===== src/rtl/riscv_pkg.sv =====
// riscv_pkg: shared data-memory request/response types, port ids and byte-enable helpers
package riscv_pkg;
   localparam int Xlen = 32;
   localparam int DmemPortCore = 0;
   localparam int DmemPortDbg = 1;
   localparam logic [3:0] DmemBeWord = 4'b1111;
   localparam logic [3:0] DmemBeHalfLo = 4'b0011;
   localparam logic [3:0] DmemBeHalfHi = 4'b1100;
   localparam logic [3:0] DmemBeByte = 4'b0001;
   typedef struct packed {
      logic            we;
      logic [3:0]      be;
      logic [Xlen-1:0] addr;
      logic [Xlen-1:0] wdata;
   } dmem_req_t;
   typedef struct packed {
      logic            err;
      logic [Xlen-1:0] rdata;
   } dmem_rsp_t;
   // Empty enables, unaligned words and odd halfwords are rejected; byte access is always aligned
   function automatic logic dmem_misaligned(input logic [3:0] be, input logic [1:0] a);
      return (be == 4'b0000) || (be == DmemBeWord && a != 2'b00) ||
             ((be == DmemBeHalfLo || be == DmemBeHalfHi) && a[0]);
   endfunction
endpackage


===== src/rtl/dmem_prio_arbiter.sv =====
// dmem_prio_arbiter: two-input fixed-priority grant where input 1 is forced through after STARVE_LIMIT losses
module dmem_prio_arbiter #(
   parameter int STARVE_LIMIT = 4
) (
   input  logic       clk_i,
   input  logic       rst_i,
   input  logic [1:0] valid_i,
   output logic [1:0] grant_o
);
   localparam logic [3:0] Limit = 4'(STARVE_LIMIT);
   logic [3:0] starve_cnt, starve_nxt;
   logic       win1;
   // Grant and saturating starvation count; losing input 1 counts up, anything else clears
   always_comb begin
      win1 = valid_i[1] & (~valid_i[0] | (starve_cnt == Limit));
      grant_o = {win1, valid_i[0] & ~win1};
      starve_nxt = (valid_i[1] & ~win1) ? ((starve_cnt == Limit) ? starve_cnt : starve_cnt + 4'd1) : 4'd0;
   end
   // Starvation counter register
   always_ff @(posedge clk_i or posedge rst_i) begin
      if (rst_i) starve_cnt <= 4'd0;
      else starve_cnt <= starve_nxt;
   end
endmodule


===== src/rtl/dmem_arbiter.sv =====
// dmem_arbiter: shares the single-port data SRAM between the load/store unit and the debug port
module dmem_arbiter
   import riscv_pkg::*;
#(
   parameter int XLEN = Xlen,
   parameter int MEM_SIZE = 2048,
   parameter int STARVE_LIMIT = 4
) (
   input  logic                        clk_i,
   input  logic                        rst_i,
   input  logic [1:0]                  req_valid_i,
   output logic [1:0]                  req_ready_o,
   input  logic [1:0]                  req_we_i,
   input  logic [1:0][3:0]             req_be_i,
   input  logic [1:0][XLEN-1:0]        req_addr_i,
   input  logic [1:0][XLEN-1:0]        req_wdata_i,
   output logic [1:0]                  rsp_valid_o,
   output logic                        rsp_err_o,
   output logic [XLEN-1:0]             rsp_rdata_o,
   output logic                        mem_req_o,
   output logic                        mem_we_o,
   output logic [3:0]                  mem_be_o,
   output logic [$clog2(MEM_SIZE)-1:0] mem_addr_o,
   output logic [XLEN-1:0]             mem_wdata_o,
   input  logic [XLEN-1:0]             mem_rdata_i
);
   localparam int Aw = $clog2(MEM_SIZE);
   logic [1:0] gnt_raw, gnt, rsp_vld_q;
   logic       sel_port, any, err, err_q, we_q;
   dmem_req_t  sel;
   dmem_rsp_t  rsp;
   dmem_prio_arbiter #(.STARVE_LIMIT(STARVE_LIMIT)) u_arb (
      .clk_i   (clk_i),
      .rst_i   (rst_i),
      .valid_i (req_valid_i),
      .grant_o (gnt_raw)
   );
   // Winner mux, error check and SRAM issue; everything is held quiet while reset is asserted
   always_comb begin
      gnt = gnt_raw & {2{~rst_i}};
      sel_port = gnt[DmemPortDbg];
      any = |gnt;
      sel = '{we: req_we_i[sel_port], be: req_be_i[sel_port], addr: req_addr_i[sel_port], wdata: req_wdata_i[sel_port]};
      err = any & (dmem_misaligned(sel.be, sel.addr[1:0]) || (sel.addr[XLEN-1:2] >= (XLEN-2)'(MEM_SIZE)));
      req_ready_o = gnt;
      mem_req_o = any & ~err;
      mem_we_o = mem_req_o & sel.we;
      mem_be_o = mem_req_o ? sel.be : 4'b0000;
      mem_addr_o = mem_req_o ? sel.addr[Aw+1:2] : '0;
      mem_wdata_o = mem_req_o ? sel.wdata : '0;
      rsp.err = err_q;
      rsp.rdata = (|rsp_vld_q & ~err_q & ~we_q) ? mem_rdata_i : '0;
      rsp_valid_o = rsp_vld_q;
      rsp_err_o = rsp.err;
      rsp_rdata_o = rsp.rdata;
   end
   // Response bookkeeping: owner, error and direction of the access issued this cycle
   always_ff @(posedge clk_i or posedge rst_i) begin
      if (rst_i) begin
         rsp_vld_q <= 2'b00;
         err_q <= 1'b0;
         we_q <= 1'b0;
      end else begin
         rsp_vld_q <= gnt;
         err_q <= err;
         we_q <= any & sel.we;
      end
   end
endmodule


===== config.mk =====
export PLATFORM = sky130hd
export DESIGN_NAME = dmem_arbiter
export DESIGN_NICKNAME = d
export VERILOG_FILES = /design/src/rtl/riscv_pkg.sv /design/src/rtl/dmem_prio_arbiter.sv /design/src/rtl/dmem_arbiter.sv
export SDC_FILE = /design/constraint.sdc
export NUM_CORES = 1
export LEC_CHECK = 0
export CAP_MARGIN = 10
export CORE_AREA = 2 2 100 102
export DETAILED_ROUTE_END_ITERATION = 16
export DIE_AREA = 0 0 102 104
export SYNTH_ARGS = -nofsm -noshare
export SYNTH_HDL_FRONTEND = slang
export SYNTH_SLANG_ARGS = --single-unit

===== constraint.sdc =====
create_clock -name clk_i -period 3.43 [get_ports clk_i]
set_input_delay 0.686 -clock clk_i [delete_from_list [all_inputs] [get_ports clk_i]]
set_output_delay 0.686 -clock clk_i [all_outputs]
set_load 0.03 [all_outputs]

### After elaboration in Yosys (flattened, before gate mapping)

Index checks and enable logic that the tools add are counted.
Widths: inputs -> output; s select.

* flip-flop bits (word level): 8
* bits in latches: 0
* memory bits (writable): 0
* ROM bits: 0
* input port bits: 174
* output and inout port bits: 86
* logic and storage cells: 53
* memories: 0

* add/sub/neg operators: 1
* multipliers: 0
* divide/modulo/power cells: 0
* $lt $le $gt $ge: 2
* equal/unequal tests: 5
* shift-type cells: 0
* muxes and demuxes: 14
* bitwise operators: 17
* reductions and logical operators: 10

Operators by type and width (count)
* $mux 32: 6
* $ge 30x12->1 const B: 1
* $mux 4: 5
* $mux 11: 1
* $and 1x1->1: 9
* $eq 4x4->1 const B: 2
* $not 1->1: 6
* $add 4x1->4 const B: 1
* $eq 4x2->1 const B: 1
* $eq 4x3->1 const B: 1
* $logic_not 4->1: 1
* $logic_or 1x1->1: 4
* $reduce_or 2->1: 2
* $and 2x2->2: 1
* $logic_and 1x1->1: 2
* $lt 1x2->1 const B: 1
* $mux 1: 2
* $ne 2x2->1 const B: 1
* $reduce_bool 2->1: 1
* $or 1x1->1: 1

### Longest topological paths before layout

* word-level depth: 17
* gate-level depth with buffers: 9
* gate-level depth less buffers: 7

### By module

Synthesis repeated with hierarchy kept, for this count alone.

* cells, all modules: 275
* area total of the unflattened synthesis: 1808.0 um^2

By module, submodules not included
* dmem_arbiter: times used 1, cells an instance 252, area an instance 1589.0 um^2
* dmem_prio_arbiter: times used 1, cells an instance 23, area an instance 219.0 um^2

### Worst setup path after synthesis

OpenSTA, ideal clock, no wires.

* path kind: input port to output port
* from: input req_addr_i[16] (netlist bit)
* to: output mem_wdata_o[11]
* arrival: 2487 ps
* required time: 2744 ps
* slack: 257 ps
* stages: 7
* buffers on the path: 2
* cells stage by stage: nor4_1 > o311ai_0 > a2111oi_1 > a21oi_1 > buf_2 > buf_2 > nor2_1

* word-level cells in the longest chain between the ends: 8

RTL lines
* from (decl): line dmem_arbiter.sv:15 `input logic [1:0][XLEN-1:0] req_addr_i,`
* $mux 32 (implied by the code) (2 in series): line dmem_arbiter.sv:43 `sel = '{we: req_we_i[sel_port], be: req_be_i[sel_port], addr: req_addr_i[sel_port], wdata: req_wdata_i[sel_por ...`
* $ge 30x12->1: line dmem_arbiter.sv:44 `err = any & (dmem_misaligned(sel.be, sel.addr[1:0]) || (sel.addr[XLEN-1:2] >= (XLEN-2)'(MEM_SIZE)));`
* $logic_or 1x1->1: line dmem_arbiter.sv:44
* $and 1x1->1: line dmem_arbiter.sv:44
* $not 1->1: line dmem_arbiter.sv:46 `mem_req_o = any & ~err;`
* $and 1x1->1: line dmem_arbiter.sv:46
* $mux 32: line dmem_arbiter.sv:50 `mem_wdata_o = mem_req_o ? sel.wdata : '0;`
* to (decl): line dmem_arbiter.sv:24 `output logic [XLEN-1:0] mem_wdata_o,`

Every way passes these cells. The select of a mux whose other input is x is not followed.

### Final worst setup path

* from: input req_be_i[2] (netlist bit)
* to: output mem_wdata_o[16]

* word-level cells in the longest chain between the ends: 11
* elaborated cells between the ends (all ways): 16
* those cells by class: eq/ne (3); mux (3); bitwise (3); reduce/logical (7)

RTL lines
* from (decl): line dmem_arbiter.sv:14 `input logic [1:0][3:0] req_be_i,`
* $mux 4 (implied by the code) (*) (2 in series): line dmem_arbiter.sv:43
* $eq 4x4->1 (tied with other cells): line riscv_pkg.sv:22 `return (be == 4'b0000) || (be == DmemBeWord && a != 2'b00) ||`
* $logic_and 1x1->1 or $logic_or 1x1->1 (tied branches): line riscv_pkg.sv:22, riscv_pkg.sv:23
* $logic_or 1x1->1 or $logic_and 1x1->1 (tied branches): line riscv_pkg.sv:22, riscv_pkg.sv:23
* $logic_or 1x1->1 (*): line riscv_pkg.sv:22
* $logic_or 1x1->1 (*): line dmem_arbiter.sv:44
* $and 1x1->1 (*): line dmem_arbiter.sv:44
* $not 1->1 (*): line dmem_arbiter.sv:46
* $and 1x1->1 (*): line dmem_arbiter.sv:46
* $mux 32 (*): line dmem_arbiter.sv:50

Every way passes the cells marked *; elsewhere a longest branch is shown, timed or not. The select of a mux whose other input is x is not followed.

==> reports/results.tsv <==
metric	value	unit
status	complete, no violations	
Worst-Margin Slew	0.460	ns
Cell variety after synth	32	
worst-skew pair later-pin latency	0.23	ns
CP max FO	6	
R2R Setup Slk	1.38	ns
Filler cells	893	
ranking of synthesized cells by area	a22oi_1 26%, nor2_1 15%, and2_1 14%	
VDD IR max	0.101	mV
fin crit period	3.32	ns
final setup margin	0.113	ns
WHS Endpoint	u_arb.starve_cnt[0]	
R2R depth	8	
data required time of the worst path	2.74	ns
footprint of the multi-input gates	1350	um^2
clk root buf	clkbuf_8	
first-pass iteration count of the detailed router	4	
WP data arrival	2.63	ns
largest family of logic cells by synthesized area	simple AND/OR/NAND/NOR gates	
Placement Cell Area	4230	um^2
Seq cells post-synth	8	
most numerous cell in the Yosys netlist	nor2_1	
Final Core Density	0.513	
Clock Sinks	8	
area grow syn2layout	254	%
Post-synth EDFFs	0	
Net Count, Synth	384	
first-pass GRT wire length	13900	um
DRT iter0 DRCs	68	
Post-Place Worst Slack	-0.207	ns
final period utilization	0.967	
synth warn	0	
die area	10600	um^2
worst reg2reg path startpoint	u_arb.starve_cnt[0]	
CTS tree	built	
critical path class	in -> out	
Yosys top cell area share	0.255	
GP Congestion	0.822	
# port buffers	259	
sequential share of the synthesized area	0.145	
H-tree depth	1	
Slowest cell on crit path	clkdlybuf4s50_1	
antenna viol nets, final	0	
Setup crit end kind	output pin	
drc violations	0	
largest net degree at the start of global routing	43	
Fmax achieved	301	MHz
Cell Rows	36	
worst hold path depth	1	
Rel. slew slack	0.693	
final hold slack	0.489	ns
Worst path top cell family by delay	buffers and inverters	
I/O pins	260	
max cap viols	0	
async set-reset flop share out of synthesis	1.00	
final slew viol count	0	
Max Root-Sink Buffers	2	
Mapped Cells	208	
reg2reg end	rsp_err_o	
Initial Util	0.145	
HP Class	reg -> reg	
Cell Count, Final, Fillers Out	625	
xor/xnor cell area share of the yosys netlist	0.0127	
Post-Synthesis Cell Area	1380	um^2
die width	102	um
initial antenna violation count	0	
Post-Synth Simple-Gate Area	0.400	
hold buffers post-CTS	0	
Setup crit start kind	input pin	
final total power	0.594	mW
via-per-instance ratio	4.37	
pwr/cell area	121	nW/um^2
diode count	0	
mux share of post-synthesis cell area	0	
dpl cells	608	
Final Cell Area	4900	um^2
DP HPWL	8160	um
top_reg_cell synth	dfrtp_1	
buffers and inverters on the worst path	6	
most frequent cells after synthesis	54 x nor2_1, 47 x a22oi_1, 32 x and2_1, 13 x clkbuf_1	
CP Cell Sequence	clkdlybuf4s50_1, buf_4, nand4bb_1, o31ai_1, a2111oi_2, buf_4, a21oi_4, buf_12, clkbuf_16, nor2_1, buf_4	
Post-Synth Adder-Cell Area	0.0181	
TNS Setup	0	ns
vias in the first global route	2742	
layout cell share with drive strength beyond 1	0.299	
Min-Delay Startpoint	u_arb.starve_cnt[0]	
Layout Nets	670	
GR Util All Layers	0.169	
Core ar.	9550	um^2
cts bufs inserted	3	
Largest stage delay, worst path	0.43	ns
remaining global-route overflow	0	
Seq. cell area	200	um^2
P_leak	1.91	nW
RSZ-0062 raised after global routing	false	
WL final	10200	um
syn_area_per_cell	6.64	um^2
overall die height	104	um
Synth Area in Compound Gates	0.346	
most frequent CP cell	buf_4	
Fin Clk Skew	0.00403	ns
Final Setup Violations	0	
via count	2734	
final-report hold violation count	0	
WL per Instance	16.3	um
Synth area leader	a22oi_1	
clk slew on worst S/H paths	0.04	ns
## flip-flops by register name (all words and copies together), names as in the netlist
| register | count |
|---|---|
| rsp_err_o | 1 |
| rsp_valid_o | 2 |
| u_arb.starve_cnt | 4 |
| we_q | 1 |
## placed cells by master, fill, tap and decap left out, types with 3 or more instances in the layout
master,instances
a22oi_1,45
and2_1,32
buf_12,10
buf_4,43
buf_6,34
clkbuf_16,3
clkbuf_8,3
clkdlybuf4s50_1,192
dfrtp_1,8
dlygate4sd2_1,4
dlymetal6s2s_1,14
inv_1,6
nand2_1,5
nor2_1,16
nor2_2,22
nor2_4,16
nor4_1,3
nor4_2,3
## area by class of cell
type,instances,share of cell area
well taps,133,0.0340
clock buffers,3,0.00843
multi-input cells,175,0.276
flip-flops and latches,8,0.0409
inverters,6,0.00460
repair buffers,300,0.636
## worst max path at each step
| stage | start | to | slack, ns | cells after the start |
|---|---|---|---|---|
| finish | req_be_i[2] | mem_wdata_o[16] | 0.11 | 11 |
| global route | req_be_i[3] | mem_we_o | 0.01 | 11 |
| floorplan | req_addr_i[16] | mem_wdata_o[11] | 0.26 | 7 |
| global placement | req_addr_i[16] | mem_addr_o[8] | -0.18 | 9 |
| CTS | req_addr_i[25] | mem_wdata_o[6] | -0.003 | 10 |
| detailed placement | req_addr_i[16] | mem_addr_o[8] | -0.21 | 9 |
## where the power goes
part / leakage (nW) / internal, mW / total (mW) / switching [mW]
logic: 1.78 / 0.244 / 0.382 / 0.139
registers: 0.107 / 0.0986 / 0.101 / 0.00275
clock network: 0.0216 / 0.0758 / 0.111 / 0.0349
## kinds of logic (layout without fill, tap and decap cells)
family	count (synthesis)	after routing
flops	8	8
compound gates	60	60
xor+xnor	2	2
fa+ha+maj	2	2
buf+inv	25	309
simple gates	111	111
## what timing repair did
action                                  4_1_cts  5_1_grt
setup buffers                                 4       10
gates cloned                                  1        3
resized for setup                            82       50
pin swaps                                     4       13
endpoints found under the setup margin       49       49
## routing by layer
metal	part of all wire	GRT usage	vias to the layer above
met4	0.016	0.0371	0
met1	0.33	0.154	1250
li1	-	-	1324
met3	0.10	0.0544	10
met5	0	0	-
met2	0.55	0.348	150
No activity file was read; power rests on OpenSTA's default activity.
==> RTL change 1 (same flow settings) <==
Change the parameter `MEM_SIZE` from 2048 to 1024.
--- a/src/rtl/dmem_arbiter.sv
+++ b/src/rtl/dmem_arbiter.sv
@@ -3,7 +3,7 @@
    import riscv_pkg::*;
 #(
    parameter int XLEN = Xlen,
-   parameter int MEM_SIZE = 2048,
+   parameter int MEM_SIZE = 1024,
    parameter int STARVE_LIMIT = 4
 ) (
    input  logic                        clk_i,
Ports: changed (resized mem_addr_o); port bits go from 260 to 259. The function was not compared with the original's and may differ.
==> RTL change 1 against the unedited design <==
Cell count shrank 5.3%. Area after synthesis rose by 1.4%. Register-to-register slack improved by 0.21 ns. Setup slack improved by 0.024 ns. Sequential cell count did not move. Design area decreased by 16%. Power decreased by 3.9%. Synthesized cell count shrank 1.4%. Wire length down 17%. Core utilization decreased by 8.0 points. First-iteration DRC count up 26%. Clock skew barely moved. Critical path type unchanged. Largest cell class unchanged. Largest power group unchanged.
==> RTL change 1: results (changes against the unedited design) <==
[routing]
num_vias = 2551  ; -6.7%
wl_mm = 8.442  ; -17%

[worst_setup_path]
crit_start = req_be_i[0]
reg2regPathDepth = 7  ; -1
max_stage_delay_ns = 0.56  ; +0.13 ns
slowest_stage = or4_1
worstPathArrival_ns = 2.61  ; -0.02 ns
crit_fanout = 30  ; +24

[synth]
synth.mux.area_fraction_pct = 0  ; unchanged
synth_cell_types = 29  ; -9.4%
yosysSeqAreaShare_pct = 14.29  ; -0.21 points
synthXorXnorAreaFrac_pct = 1.250  ; -0.018 points
synth_compound_area_share_pct = 30.27  ; -4.3 points
synthAdderAreaFrac_pct = 1.786  ; -0.026 points
ys.flop_type = dfrtp_1
synth_area_leaders = a22oi_1, nor2_1, and2_1
synth.top_cells.by_count = nor2_1, a22oi_1, and2_1, nor4_1, clkbuf_1

[clock_network]
cts_setup_buffers = 0  ; -4

[pwr]
cellLeakagePower_nw = 1.564  ; -18%
p_sw_uw = 158.3  ; -10%
vdd_drop_max_uv = 121.8  ; +21%

[global_route]
grt_use_total_pct = 14.69  ; -2.3 points
grt_max_degree = 33  ; -23%
grt_pass1_wl_mm = 12.65  ; -9.3%

[placement]
io_buffers = 258  ; -0.39%
place_congestion = 0.8079  ; -1.7%

[sta]
fin_skew_ns = 0.003709  ; -0.0003248 ns
worst-slew-pin-transition_ns = 0.3590  ; -0.1013 ns

[finish]
nets = 637  ; -4.9%
drive_above_1_share_pct = 15.47  ; -14 points

[run_status]
status = complete, no violations

-- RTL change 1: cell type report --
cell class              instances  area [um2]
fillers                       954        5421
repair buffers                269        2577
multi-input cells             174        1124
flip-flops and latches          8       200.2
well taps                     133       166.4
clock buffers                   3       41.29
inverters                       5       18.77
-- RTL change 1: cells by family after synthesis --
logic type	count (synthesis)
AND/OR/NAND/NOR	115
AO/OA/AOI/OAI	55
buffers and inverters	23
flip-flops	8
XOR/XNOR	2
adder cells (fa/ha/maj)	2
-- RTL change 1: worst paths after layout --
path                       slack (ns)                   to
min                              0.49  u_arb.starve_cnt[0]
min reg2reg                      0.49  u_arb.starve_cnt[0]
max                              0.14      mem_wdata_o[13]
min in group asynchronous        0.86       rsp_valid_o[1]
max in group asynchronous        2.44  u_arb.starve_cnt[1]
max reg2reg                      1.59            rsp_err_o
-- RTL change 1: timing repair --
action                     in CTS  in global routing
setup endpoints to repair      42                 47
hold endpoints to repair        0                  0
pin swaps                       0                  1
gates cloned                    0                  0
resized for setup               1                  6
-- RTL change 1: layer usage --
metal	global-route usage [%]	wire, um
met2	29.32	4514
met5	0	0
met3	4.099	852
met4	2.476	180
met1	14.81	2895
-- RTL change 1: per-stage QoR --
step                TNS (ns)  worst slack (ns)  area, um2  hold slack (ns)  cells
global placement    -0.01681         -0.009263       4051           0.4765    589
detailed placement   -0.4702          -0.04380       4051           0.4948    589
floorplan                  0            0.3947       1401           0.4542    205
CTS                        0           0.06728       4099           0.4999    592
global route               0           0.03166       4128           0.5159    592
finish                     0            0.1370       4128           0.4938    592
-- RTL change 1: power by group through the flow --
stage          Sequential [mW]  Clock, mW  Combinational [mW]
4_1_cts                  0.101      0.113               0.363
2_1_floorplan            0.106          0              0.0966
3_5_place_dp             0.103          0               0.362
3_3_place_gp             0.102          0               0.359
6_report                 0.101      0.110               0.361
5_1_grt                  0.102      0.118               0.385
==> RTL change 2 (same flow settings) <==
Without the edit above. Make the reset (`rst_i`) synchronous in 2 clocked blocks.
--- a/src/rtl/dmem_prio_arbiter.sv
+++ b/src/rtl/dmem_prio_arbiter.sv
@@ -17,7 +17,7 @@
       starve_nxt = (valid_i[1] & ~win1) ? ((starve_cnt == Limit) ? starve_cnt : starve_cnt + 4'd1) : 4'd0;
    end
    // Starvation counter register
-   always_ff @(posedge clk_i or posedge rst_i) begin
+   always_ff @(posedge clk_i) begin
       if (rst_i) starve_cnt <= 4'd0;
       else starve_cnt <= starve_nxt;
    end
--- a/src/rtl/dmem_arbiter.sv
+++ b/src/rtl/dmem_arbiter.sv
@@ -55,7 +55,7 @@
       rsp_rdata_o = rsp.rdata;
    end
    // Response bookkeeping: owner, error and direction of the access issued this cycle
-   always_ff @(posedge clk_i or posedge rst_i) begin
+   always_ff @(posedge clk_i) begin
       if (rst_i) begin
          rsp_vld_q <= 2'b00;
          err_q <= 1'b0;
Behaviour: differs if rst_i is asserted again (counterexample within 4 cycles, from zero or initial values and one cycle with rst_i high); with rst_i held inactive, the same outputs for 10 cycles.
==> RTL change 2 against the unedited design <==
Design area increased by 6.3%. Setup slack got worse by 0.044 ns. Die area unchanged. Area after synthesis increased by 41%. Sequential cell count unchanged. Power increased by 1.6%. Wire length increased by 11%. Cell count increased by 7.0%. Non-clock buffer count decreased by 6. Count of clock-buffer cells in the layout unchanged. Sequential share of layout area decreased by 1.0 points. Critical path type unchanged.
==> RTL change 2: results (changes against the unedited design) <==
[global_route]
grt_pass1_wl_mm = 16.79  ; +20%
grt_use_met1_pct = 21.34  ; +5.9 points
grt_use_total_pct = 19.93  ; +3.0 points
grt_use_met2_pct = 39.14  ; +4.3 points
grt_pass1_vias = 3224  ; +18%
use_met3_pct = 4.301  ; -1.1 points
antenna_found_initial = 1  ; +1
grt_max_degree = 50  ; +16%

[clock_network]
worstSkewPairLatency_ns = 0.22
root_buffer = clkbuf_8
cts_setup_buffers = 8  ; +4
cts_resized = 57  ; -30%
clk_pin_slew_ns = 0.04  ; about the same

[worst_setup_path]
crit_fanout = 7  ; +1
endpoint = mem_addr_o[2]
max_stage_delay_ns = 0.51  ; +0.08 ns
worstPathArrival_ns = 2.68  ; +0.05 ns
slowest_stage = a2111o_2
reg2regPathDepth = 8  ; unchanged
r2r-end = rsp_err_o
worst-r2r-setup-slack_ns = 1.30  ; -0.08 ns
cpMostUsedCell = buf_6
r2r_start = u_arb.starve_cnt[0]
crit_start = req_addr_i[30]

[routing]
wl_met2_mm = 6.234  ; +11%
detail_route.wl_per_cell_um = 16.95  ; +3.7%
route.met3.wl_um = 957  ; -7.6%
met1_length_mm = 4.018  ; +18%
num_vias = 3184  ; +16%

[placement]
place_congestion = 0.8636  ; +5.1%
dp.cells = 649  ; +6.7%
hpwl_mm = 8.582  ; +5.1%
dpl_worst_slack_ns = -0.2659  ; -0.05870 ns
place_area_um2 = 4656  ; +10%

[finish]
fin_cells = 669  ; +7.0%
nets = 713  ; +6.4%
drive_above_1_share_pct = 28.41  ; -1.5 points
top_register = u_arb.starve_cnt

[synth]
syn-num-nets = 442  ; +15%
synth_area_leaders = a221oi_2, nand2_1, and2_1
ys.flop_type = dfxtp_1
synthAdderAreaFrac_pct = 1.282  ; -0.53 points
synthXorXnorAreaFrac_pct = 0.8974  ; -0.37 points
yosysSeqAreaShare_pct = 8.205  ; -6.3 points
synthCells = 266  ; +28%
synth.top_cells.by_count = nand2_1, a221oi_2, and2_1, clkbuf_1
synth.mux.area_fraction_pct = 0.5128  ; +0.51 points
synth_compound_area_share_pct = 42.05  ; +7.4 points
async_flop_share_pct = 0  ; -100 points
synth_cell_types = 33  ; +3.1%

[sta]
fin_skew_ns = 0.0001875  ; -0.003846 ns
max-slew-margin-rel_pct = 72.36  ; +3.0 points
setup_ws_ns = 0.06868  ; -0.04436 ns
holdWs_ns = 0.4556  ; -0.03362 ns

[pwr]
cellLeakagePower_nw = 2.208  ; +16%
vdd_drop_max_uv = 127.1  ; +26%

[hold_path]
hp-class = reg -> reg
hp-start = u_arb.starve_cnt[0]
min_to = u_arb.starve_cnt[0]

[run_status]
status = complete, no violations

RTL change 2: changes by cell type in the layout (fill, tap and decap cells not counted), moves of 19 or more:
cell | before | now
a221oi_2 | 0 | 38
clkdlybuf4s50_1 | 192 | 162
a22oi_1 | 45 | 0
nand2_1 | 5 | 97
buf_6 | 34 | 15
nor2_2 | 22 | 0
dlygate4sd2_1 | 4 | 25
RTL change 2: cell type report:
cell class	count	area, um2
clock buffers	3	41.29
well taps	133	166.4
diodes	1	2.502
inverters	7	26.28
multi-input cells	223	1804
fillers	919	4343
repair buffers	294	3005
flip-flops and latches	8	160.2
RTL change 2: power breakdown:
| group | switching, mW | leakage (nW) | internal, mW |
|---|---|---|---|
| registers | 0.00209 | 0.0656 | 0.0968 |
| clock network | 0.0329 | 0.0216 | 0.0756 |
| logic | 0.169 | 2.12 | 0.228 |
